`config.mk`:
```
export PLATFORM = sky130hd
export DESIGN_NAME = sound_mixer_i2s
export DESIGN_NICKNAME = d
export VERILOG_FILES = /design/src/rtl/sound_mixer_i2s.sv
export SDC_FILE = /design/constraint.sdc
export NUM_CORES = 1
export LEC_CHECK = 0
export ABC_AREA = 1
export BUFFER_PORTS_ARGS = -buffer_cell sky130_fd_sc_hd__buf_4
export CAP_MARGIN = 20
export CORE_MARGIN = 2
export CORE_UTILIZATION = 55
export DETAILED_ROUTE_END_ITERATION = 8
export PLACE_DENSITY = 0.77
export SETUP_SLACK_MARGIN = 0.4
export SYNTH_ARGS = -nofsm -noshare
export SYNTH_HDL_FRONTEND = slang
export SYNTH_SLANG_ARGS = --single-unit
```
`constraint.sdc`:
```
create_clock -name CLK -period 9.1 [get_ports CLK]
set_input_delay 1.82 -clock CLK [delete_from_list [all_inputs] [get_ports CLK]]
set_output_delay 1.82 -clock CLK [all_outputs]
set_load 0.005 [all_outputs]
```
`src/rtl/sound_mixer_i2s.sv`:
```
// Mono mixer for the cartridge sound sources: one multiply-accumulate per CLK once per audio frame,
// saturated to the output width and sent to an external DAC as I2S (same word in both slots).
module sound_mixer_i2s #(
    parameter int CH_COUNT  = 4,
    parameter int IN_WIDTH  = 16,
    parameter int VOL_WIDTH = 4,
    parameter int OUT_WIDTH = 16,
    parameter int BCLK_HALF = 8
) (
    input  logic                          RESET_n,
    input  logic                          CLK,
    input  logic [CH_COUNT*IN_WIDTH-1:0]  IN,
    input  logic [CH_COUNT*VOL_WIDTH-1:0] VOL,
    input  logic                          MUTE,
    output logic [OUT_WIDTH-1:0]          MIX_OUT,
    output logic                          MIX_STB,
    output logic                          CLIP,
    output logic                          I2S_BCLK,
    output logic                          I2S_LRCK,
    output logic                          I2S_SDATA,
    output logic [1:0]                    DBG_STATE
);

    localparam int ACC_W  = IN_WIDTH + VOL_WIDTH + $clog2(CH_COUNT) + 1;
    localparam int PROD_W = IN_WIDTH + VOL_WIDTH + 1;
    localparam int SAT_W  = (ACC_W > OUT_WIDTH) ? ACC_W : OUT_WIDTH + 1;
    localparam int CH_W   = (CH_COUNT > 1) ? $clog2(CH_COUNT) : 1;
    localparam int DIV_W  = $clog2(BCLK_HALF);
    localparam int B_W    = $clog2(2 * OUT_WIDTH);

    localparam logic [DIV_W-1:0] DIV_LAST = DIV_W'(BCLK_HALF - 1);
    localparam logic [B_W-1:0]   B_LAST   = B_W'(2 * OUT_WIDTH - 1);
    localparam logic [B_W-1:0]   B_HALF   = B_W'(OUT_WIDTH);
    localparam logic [CH_W-1:0]  CH_LAST  = CH_W'(CH_COUNT - 1);
    localparam logic signed [SAT_W-1:0] OUT_MAX = SAT_W'((64'sd1 <<< (OUT_WIDTH - 1)) - 64'sd1);
    localparam logic signed [SAT_W-1:0] OUT_MIN = ~OUT_MAX;

    if (CH_COUNT < 1 || CH_COUNT > 8) begin : g_bad_ch_count
        $error("sound_mixer_i2s: CH_COUNT must be 1..8");
    end
    if (BCLK_HALF < 2) begin : g_bad_bclk_half
        $error("sound_mixer_i2s: BCLK_HALF must be >= 2");
    end
    // The mix pass must finish well inside one frame, so a frame start never lands outside IDLE.
    if (!(4 * OUT_WIDTH * BCLK_HALF > CH_COUNT + 3)) begin : g_bad_frame_len
        $error("sound_mixer_i2s: frame too short for the mix pass");
    end

    typedef enum logic [1:0] {
        IDLE = 2'd0,
        ACC  = 2'd1,
        SAT  = 2'd2
    } state_t;

    // Bit clock, slot bit counter and serialiser state
    logic [DIV_W-1:0]     div_q;
    logic                 bclk_q;
    logic [B_W-1:0]       b_q;
    logic [B_W-1:0]       b_d;
    logic                 lrck_q;
    logic                 sdata_q;
    logic [OUT_WIDTH-1:0] w_q;
    logic [OUT_WIDTH-1:0] w_prev_q;
    logic [OUT_WIDTH-1:0] sh_q;
    logic                 bclk_fall;
    logic                 fs;

    // Mix pass state
    state_t                         state_q;
    logic [CH_W-1:0]                ch_q;
    logic signed [ACC_W-1:0]        acc_q;
    logic signed [ACC_W-1:0]        acc_d;
    logic [CH_COUNT*IN_WIDTH-1:0]   in_snap_q;
    logic [CH_COUNT*VOL_WIDTH-1:0]  vol_snap_q;
    logic signed [PROD_W-1:0]       prod;
    logic signed [SAT_W-1:0]        sat_in;
    logic [OUT_WIDTH-1:0]           mix_q;
    logic                           stb_q;
    logic                           clip_q;

    assign bclk_fall = bclk_q && (div_q == DIV_LAST);
    assign fs        = bclk_fall && (b_q == B_LAST);
    assign b_d       = (b_q == B_LAST) ? '0 : b_q + 1'b1;

    always_ff @(posedge CLK or negedge RESET_n) begin
        if (!RESET_n) begin
            div_q  <= '0;
            bclk_q <= 1'b0;
        end else if (div_q == DIV_LAST) begin
            div_q  <= '0;
            bclk_q <= ~bclk_q;
        end else begin
            div_q <= div_q + 1'b1;
        end
    end

    // The shift register walks W MSB-first through each slot and is reloaded at both slot
    // boundaries; the slot's last bit goes out one BCLK late (I2S delay), hence the W_prev copy.
    always_ff @(posedge CLK or negedge RESET_n) begin
        if (!RESET_n) begin
            b_q      <= '0;
            lrck_q   <= 1'b0;
            sdata_q  <= 1'b0;
            w_q      <= '0;
            w_prev_q <= '0;
            sh_q     <= '0;
        end else if (bclk_fall) begin
            b_q    <= b_d;
            lrck_q <= (b_d >= B_HALF);
            if (fs) begin
                sdata_q <= w_prev_q[0];
                w_q     <= mix_q;
                sh_q    <= mix_q;
            end else if (b_d == B_HALF) begin
                sdata_q  <= sh_q[OUT_WIDTH-1];
                sh_q     <= w_q;
                w_prev_q <= w_q;
            end else begin
                sdata_q <= sh_q[OUT_WIDTH-1];
                sh_q    <= sh_q << 1;
            end
        end
    end

    // Channel 0 always sits in the low bits of the snapshots; they shift down one channel per ACC cycle.
    assign prod   = $signed(in_snap_q[IN_WIDTH-1:0]) * $signed({1'b0, vol_snap_q[VOL_WIDTH-1:0]});
    assign acc_d  = acc_q + ACC_W'(prod);
    assign sat_in = SAT_W'(acc_q >>> (VOL_WIDTH - 1));

    always_ff @(posedge CLK or negedge RESET_n) begin
        if (!RESET_n) begin
            state_q    <= IDLE;
            ch_q       <= '0;
            acc_q      <= '0;
            in_snap_q  <= '0;
            vol_snap_q <= '0;
            mix_q      <= '0;
            stb_q      <= 1'b0;
            clip_q     <= 1'b0;
        end else begin
            stb_q <= 1'b0;
            case (state_q)
                IDLE: begin
                    if (fs) begin
                        in_snap_q  <= MUTE ? '0 : IN;
                        vol_snap_q <= VOL;
                        acc_q      <= '0;
                        ch_q       <= '0;
                        state_q    <= ACC;
                    end
                end
                ACC: begin
                    acc_q      <= acc_d;
                    in_snap_q  <= in_snap_q >> IN_WIDTH;
                    vol_snap_q <= vol_snap_q >> VOL_WIDTH;
                    ch_q       <= ch_q + 1'b1;
                    if (ch_q == CH_LAST) begin
                        state_q <= SAT;
                    end
                end
                SAT: begin
                    stb_q   <= 1'b1;
                    state_q <= IDLE;
                    if (sat_in > OUT_MAX) begin
                        mix_q  <= OUT_MAX[OUT_WIDTH-1:0];
                        clip_q <= 1'b1;
                    end else if (sat_in < OUT_MIN) begin
                        mix_q  <= OUT_MIN[OUT_WIDTH-1:0];
                        clip_q <= 1'b1;
                    end else begin
                        mix_q  <= sat_in[OUT_WIDTH-1:0];
                        clip_q <= 1'b0;
                    end
                end
                default: state_q <= IDLE;
            endcase
        end
    end

    assign MIX_OUT   = mix_q;
    assign MIX_STB   = stb_q;
    assign CLIP      = clip_q;
    assign I2S_BCLK  = bclk_q;
    assign I2S_LRCK  = lrck_q;
    assign I2S_SDATA = sdata_q;
    assign DBG_STATE = state_q;

endmodule

```
# Word level (Yosys, flattened, before mapping)
# Cells that the tools add are included.
op_classes:
  n_addsub: 4
  mul: 1
  n_lt_le_gt_ge: 3
  n_eq_ne: 8
  mux: 22
  bitwise: 2
  reduce_logical: 8
ops:
  columns: ["operator", "count"]
  rows:
  - ["2-to-1 mux 64 bit", 2]
  - ["one-hot mux 64 bit (2 select lines)", 1]
  - ["2-to-1 mux 16 bit", 5]
  - ["one-hot mux 23 bit (2 select lines)", 1]
  - ["one-hot mux 16 bit (2 select lines)", 1]
  - ["adder 23 x 21 -> 23 bit", 1]
  - ["2-to-1 mux 23 bit", 1]
  - ["multiplier 16 x 5 -> 21 bit", 1]
  - ["> comparator 20 x 16 -> 1 bit (second input constant)", 1]
  - ["< comparator 20 x 16 -> 1 bit (second input constant)", 1]
  - ["equality test 5 bit (second input constant)", 2]
  - ["one-hot mux 2 bit (2 select lines)", 2]
  - ["2-to-1 mux 2 bit", 3]
  - ["AND reduction 2 bit", 3]
  - ["adder 5 x 1 -> 5 bit (second input constant)", 1]
  - [">= comparator 5 bit (second input constant)", 1]
  - ["2-to-1 mux 5 bit", 1]
  - ["equality test 2 bit (second input constant)", 2]
  - ["2-to-1 mux 1 bit", 4]
  - ["inequality test 2 bit (second input constant)", 2]
  - ["adder 3 x 1 -> 3 bit (second input constant)", 1]
  - ["equality test 3 bit (second input constant)", 1]
  - ["2-to-1 mux 3 bit", 1]
  - ["AND reduction 3 bit", 1]
  - ["other kinds (6)", 8]
totals:
  regBits: 169
  output_inout_bits: 23
  word_cells: 64

# Logic depth before layout (Yosys ltp)
logic_depth:
  depth_word: 5
  ltp_mapped: 21

# Least setup slack after synthesis
# No wires, ideal clock.
synth_path:
  path_type: "register -> register"
  from: "register vol_snap_q[1]"
  to: "register acc_q[10]"
  setup_time_ns: 0.131
  arrival_time_ns: 3.663
  path_slack_ns: 5.307
  stages_incl_launch_ff: 20
  synth_period_minus_slack_ns: 3.793
  path_cell_list: "dfrtp_1 clkbuf_1 clkbuf_1 nand2_1 fa_1 inv_1 fa_1 inv_1 fa_1 inv_1 ha_1 nand2_1 nand2_1 inv_1 nand2_1 nand2_1 nand2_1 or2_2 nand3_1 o21ai_0"
synth_between:
  elab_chain_cells: 3
synth_rtl:
  columns: ["element", "line", "rtl"]
  rows:
  - ["from (decl)", "74", "logic [CH_COUNT*VOL_WIDTH-1:0] vol_snap_q;"]
  - ["from (signal assigned)", "155", "vol_snap_q <= vol_snap_q >> VOL_WIDTH;"]
  - ["multiplier 16 x 5 -> 21 bit", "126", "assign prod = $signed(in_snap_q[IN_WIDTH-1:0]) * $signed({1'b0, vol_snap_q[VOL_WIDTH-1:0]});"]
  - ["adder 23 x 21 -> 23 bit", "127", "assign acc_d = acc_q + ACC_W'(prod);"]
  - ["one-hot mux 23 bit (2 select lines)", "142", "case (state_q)"]
  - ["to (signal assigned)", "134", "acc_q <= '0;"]
  - ["to (signal assigned)", "147", "acc_q <= '0;"]
  - ["to (signal assigned)", "153", "acc_q <= acc_d;"]
  - ["to (decl)", "71", "logic signed [ACC_W-1:0] acc_q;"]
# Every way passes these cells.
# A chain may end at the register's enable or synchronous reset.

# Worst setup path in the final report
layout_path:
  from: "register vol_snap_q[0]"
  to: "register acc_q[21]"
# Same word-level chain as after synthesis.

==> impl_metrics.xml <==
<?xml version="1.0" encoding="UTF-8"?>
<metrics>
  <group name="logic_synthesis">
    <metric name="synth_edf_count" unit="">0</metric>
    <metric name="yosys_most_used_dff" unit="">sky130_fd_sc_hd__dfrtp_1</metric>
    <metric name="netlist_instances" unit="">1354</metric>
    <metric name="syn_avg_cell_area" unit="sq um">8.076</metric>
    <metric name="netlist_area" unit="sq um">10940</metric>
    <metric name="syn_nets" unit="">1544</metric>
    <metric name="yosysWarningCount" unit="">0</metric>
    <metric name="asyncSetResetFlopFracSynth" unit="%">100.0</metric>
    <metric name="netlist-cell-type-count" unit="">41</metric>
    <metric name="synth.yosys.seq_area_share" unit="%">38.67</metric>
    <metric name="number_of_register_bits_inferred_by_synthesis" unit="">169</metric>
  </group>
  <group name="global_route">
    <metric name="antenna_found_initial" unit="">0</metric>
    <metric name="grt_first_pass_wirelength" unit="um">43710</metric>
    <metric name="grt_overflow" unit="">0</metric>
    <metric name="grtUsageTotal" unit="%">25.34</metric>
    <metric name="grt_max_degree" unit="">98</metric>
    <metric name="number_of_global_route_vias_before_repair" unit="">9153</metric>
  </group>
  <group name="sta">
    <metric name="timing_max_transition_violations_final" unit="">0</metric>
    <metric name="hold_violations" unit="">0</metric>
    <metric name="setup_viol" unit="">0</metric>
    <metric name="post_layout_minimum_cycle_time" unit="ns">4.140</metric>
    <metric name="maxSlewHeadroom" unit="%">36.21</metric>
    <metric name="finalSetupTns" unit="ns">0</metric>
    <metric name="finalCritPeriodShare" unit="%">45.49</metric>
    <metric name="max_clock_freq" unit="MHz">241.6</metric>
    <metric name="worst_clock_skew" unit="ns">0.009757</metric>
    <metric name="grt_setup_unrepaired" unit="">false</metric>
    <metric name="tightestPinTransition" unit="ns">0.9546</metric>
    <metric name="worst_slack" unit="ns">4.960</metric>
  </group>
  <group name="setup_path">
    <metric name="worstPathArrival" unit="ns">4.46</metric>
    <metric name="worstPathMaxFanout" unit="">17</metric>
    <metric name="reg2reg_path_depth" unit="">17</metric>
    <metric name="cp-start-kind" unit="">flip-flop</metric>
    <metric name="setup.worst_path.class" unit="">flip-flop to flip-flop</metric>
    <metric name="required_time_worst_endpoint" unit="ns">9.42</metric>
    <metric name="cp-end-kind" unit="">flip-flop</metric>
  </group>
  <group name="route">
    <metric name="postRouteWirelength" unit="um">25070</metric>
    <metric name="detailedRoute.firstPassIterationCount" unit="">5</metric>
    <metric name="routed_via_density" unit="">5.268</metric>
    <metric name="post_drt_wl_per_cell" unit="um">14.72</metric>
    <metric name="drtIter0Drc" unit="">489</metric>
    <metric name="drcViolationCount" unit="">0</metric>
    <metric name="route.vias.total" unit="">8972</metric>
    <metric name="number_of_nets_with_antenna_violations_after_detailed_routing" unit="">0</metric>
  </group>
  <group name="power_and_ir_drop">
    <metric name="vdd_ir_drop_max" unit="mV">0.1127</metric>
    <metric name="p_leak" unit="nW">7.082</metric>
    <metric name="report.power.total" unit="mW">1.542</metric>
    <metric name="p_per_area" unit="nW/um^2">124.2</metric>
  </group>
  <group name="die">
    <metric name="fp.coreArea" unit="sq um">19460</metric>
    <metric name="initial_core_util" unit="%">56.19</metric>
    <metric name="die-area" unit="sq um">21030</metric>
    <metric name="fp.dieW" unit="um">145.0</metric>
    <metric name="num_io_pins" unit="">106</metric>
    <metric name="fp.dieH" unit="um">145.0</metric>
    <metric name="core.rowCount" unit="">51</metric>
  </group>
  <group name="final_layout">
    <metric name="multi_input_comb_area" unit="sq um">5186</metric>
    <metric name="num-fill-cells" unit="">1680</metric>
    <metric name="fin_area" unit="sq um">12420</metric>
    <metric name="ff_latch_area" unit="sq um">4229</metric>
    <metric name="post_route_cells_drive_above_1_share" unit="%">11.06</metric>
    <metric name="area_overhead_vs_synth" unit="%">13.58</metric>
    <metric name="nets" unit="">1615</metric>
    <metric name="num_antenna_cells" unit="">0</metric>
  </group>
  <group name="clocking">
    <metric name="cts_hold_buffers" unit="">0</metric>
    <metric name="cts_inserted_buffers" unit="">17</metric>
    <metric name="cts_tree" unit="">built</metric>
    <metric name="clock_latency" unit="ns">0.43</metric>
    <metric name="numClockSinks" unit="">169</metric>
    <metric name="ctsResizeCount" unit="">0</metric>
    <metric name="cts.path.max_buffers" unit="">2</metric>
    <metric name="buffers_inserted_by_post_cts_timing_repair" unit="">0</metric>
    <metric name="cts_clk_pin_slew_worst_paths" unit="ns">0.07</metric>
    <metric name="cts.root.buffer_cell" unit="">sky130_fd_sc_hd__clkbuf_16</metric>
    <metric name="cts-htree-levels" unit="">4</metric>
  </group>
  <group name="place">
    <metric name="dpl.hpwl" unit="um">18340</metric>
    <metric name="routabilityCongestion" unit="">0.9298</metric>
    <metric name="placed_cell_area" unit="sq um">11810</metric>
    <metric name="place_worst_setup_slack" unit="ns">4.999</metric>
    <metric name="numPortBuffers" unit="">105</metric>
  </group>
  <group name="flow_run">
    <metric name="drv_cap" unit="">0</metric>
  </group>
  <group name="outcome">
    <metric name="status" unit="">finished, final reports clean</metric>
  </group>
  <group name="min_path">
    <metric name="hold-path-cell-count" unit="">1</metric>
    <metric name="timing.hold.worst.class" unit="">flip-flop to flip-flop</metric>
  </group>
</metrics>
## worst max-delay path: stages (launching register included)
cell and delay [ns]:
sky130_fd_sc_hd__dfrtp_1 0.71, sky130_fd_sc_hd__nand2_1 0.35, sky130_fd_sc_hd__inv_1 0.23, sky130_fd_sc_hd__fa_1 0.45, sky130_fd_sc_hd__fa_1 0.49, sky130_fd_sc_hd__inv_1 0.06, sky130_fd_sc_hd__fa_1 0.52, sky130_fd_sc_hd__inv_1 0.04
sky130_fd_sc_hd__ha_1 0.34, sky130_fd_sc_hd__nand2_1 0.11, sky130_fd_sc_hd__inv_1 0.08, sky130_fd_sc_hd__nand3_1 0.10, sky130_fd_sc_hd__nor2_1 0.17, sky130_fd_sc_hd__nand3_1 0.11, sky130_fd_sc_hd__nand3_1 0.10, sky130_fd_sc_hd__nand2_1 0.05
sky130_fd_sc_hd__nand3_1 0.07, sky130_fd_sc_hd__nand2_1 0.06
## through the flow
step,utilization (%),hold WS [ns],cells
2_1_floorplan,-,0.4031,1354
3_3_place_gp,60.68,0.4155,1670
3_5_place_dp,60.68,0.4241,1670
4_1_cts,63.78,0.4338,1702
5_1_grt,63.82,0.4544,1703
6_report,63.82,0.4306,1703
## where the power goes
part / switching [mW] / internal (mW)
logic: 0.0254 / 0.0245
registers: 0 / 0.751
clock network: 0.322 / 0.420
total: 0.348 / 1.19
## registers in the layout, indices dropped and copies added, names as in the netlist
name	cells
div_q	3
b_q	5
MIX_STB	1
in_snap_q	64
I2S_LRCK	1
I2S_SDATA	1
ch_q	2
acc_q	23
sh_q	16
w_prev_q	1
vol_snap_q	16
I2S_BCLK	1
w_q	16
MIX_OUT	16
CLIP	1
DBG_STATE	2
## Yosys cell counts (4+ instances only)
cell type / count / area share (%)
sky130_fd_sc_hd__a21oi_1: 33 / 1.5
sky130_fd_sc_hd__a22oi_1: 8 / 0.55
sky130_fd_sc_hd__a31oi_1: 5 / 0.29
sky130_fd_sc_hd__buf_1: 7 / 0.24
sky130_fd_sc_hd__buf_2: 20 / 0.92
sky130_fd_sc_hd__buf_6: 4 / 0.41
sky130_fd_sc_hd__clkbuf_1: 25 / 0.86
sky130_fd_sc_hd__dfrtp_1: 169 / 39
sky130_fd_sc_hd__fa_1: 56 / 10
sky130_fd_sc_hd__ha_1: 51 / 5.8
sky130_fd_sc_hd__inv_1: 326 / 11
sky130_fd_sc_hd__inv_2: 5 / 0.17
sky130_fd_sc_hd__nand2_1: 312 / 11
sky130_fd_sc_hd__nand3_1: 57 / 2.6
sky130_fd_sc_hd__nand3b_1: 5 / 0.34
sky130_fd_sc_hd__nand4_1: 33 / 1.9
sky130_fd_sc_hd__nor2_1: 45 / 1.5
sky130_fd_sc_hd__o211ai_1: 4 / 0.27
sky130_fd_sc_hd__o21ai_0: 47 / 2.2
sky130_fd_sc_hd__o21ai_1: 38 / 1.7
sky130_fd_sc_hd__o221ai_1: 45 / 3.6
sky130_fd_sc_hd__o22ai_1: 24 / 1.4
sky130_fd_sc_hd__xnor2_1: 5 / 0.40
## final cells by class
| cell class | count | share of cell area [%] |
|---|---|---|
| Tap cell | 265 | 2.669 |
| Clock inverter | 14 | 1.330 |
| Clock buffer | 18 | 3.536 |
| Timing Repair Buffer | 109 | 6.618 |
| Sequential cell | 169 | 34.05 |
| Inverter | 332 | 10.04 |
| Multi-Input combinational cell | 796 | 41.75 |
## layout by cell type (no fill, tap or decap), types with 3 or more instances in the layout
cell type                   count
sky130_fd_sc_hd__nand2_4        3
sky130_fd_sc_hd__inv_6          3
sky130_fd_sc_hd__o211ai_1       4
sky130_fd_sc_hd__nand3_1       57
sky130_fd_sc_hd__inv_1        326
sky130_fd_sc_hd__a22oi_1        8
sky130_fd_sc_hd__clkinv_2       4
sky130_fd_sc_hd__ha_1          51
sky130_fd_sc_hd__dfrtp_1      169
sky130_fd_sc_hd__nand4_1       33
sky130_fd_sc_hd__a31oi_1        5
sky130_fd_sc_hd__o22ai_1       24
sky130_fd_sc_hd__nor2_1        45
sky130_fd_sc_hd__buf_4        108
sky130_fd_sc_hd__o21ai_1       38
sky130_fd_sc_hd__o21ai_0       47
sky130_fd_sc_hd__inv_2          5
sky130_fd_sc_hd__clkbuf_16     17
sky130_fd_sc_hd__fa_1          56
sky130_fd_sc_hd__a22o_1         3
sky130_fd_sc_hd__nand2_1      312
sky130_fd_sc_hd__xnor2_1        5
sky130_fd_sc_hd__o21bai_1       3
sky130_fd_sc_hd__a21oi_1       33
sky130_fd_sc_hd__o221ai_1      45
sky130_fd_sc_hd__xor2_1         3
sky130_fd_sc_hd__nand3b_1       5
## per-layer routing
metal	routed length (um)	GRT usage [%]
met1	11210	34.06
met2	12180	42.50
met3	1153	4.088
met4	518	7.772
met5	0	0
## final timing paths
check,start,endpoint,slack [ns]
worst max-delay path,vol_snap_q[0],acc_q[21],4.96
worst min-delay path,div_q[0],div_q[0],0.43
worst max register to register,vol_snap_q[0],acc_q[21],4.96
worst min register to register,div_q[0],div_q[0],0.43
max in group asynchronous,RESET_n,in_snap_q[7],6.20
min in group asynchronous,RESET_n,I2S_BCLK,1.45
## cell families after synthesis
logic type / count (synthesis) / share of synthesized area, %
buffers and inverters: 389 / 13.90
adder cells (fa/ha/maj): 107 / 16.09
XOR/XNOR: 8 / 0.6408
AO/OA/AOI/OAI: 215 / 12.40
flip-flops: 169 / 38.67
AND/OR/NAND/NOR: 466 / 18.30
Note: power is estimated with default switching activity, not from simulation.
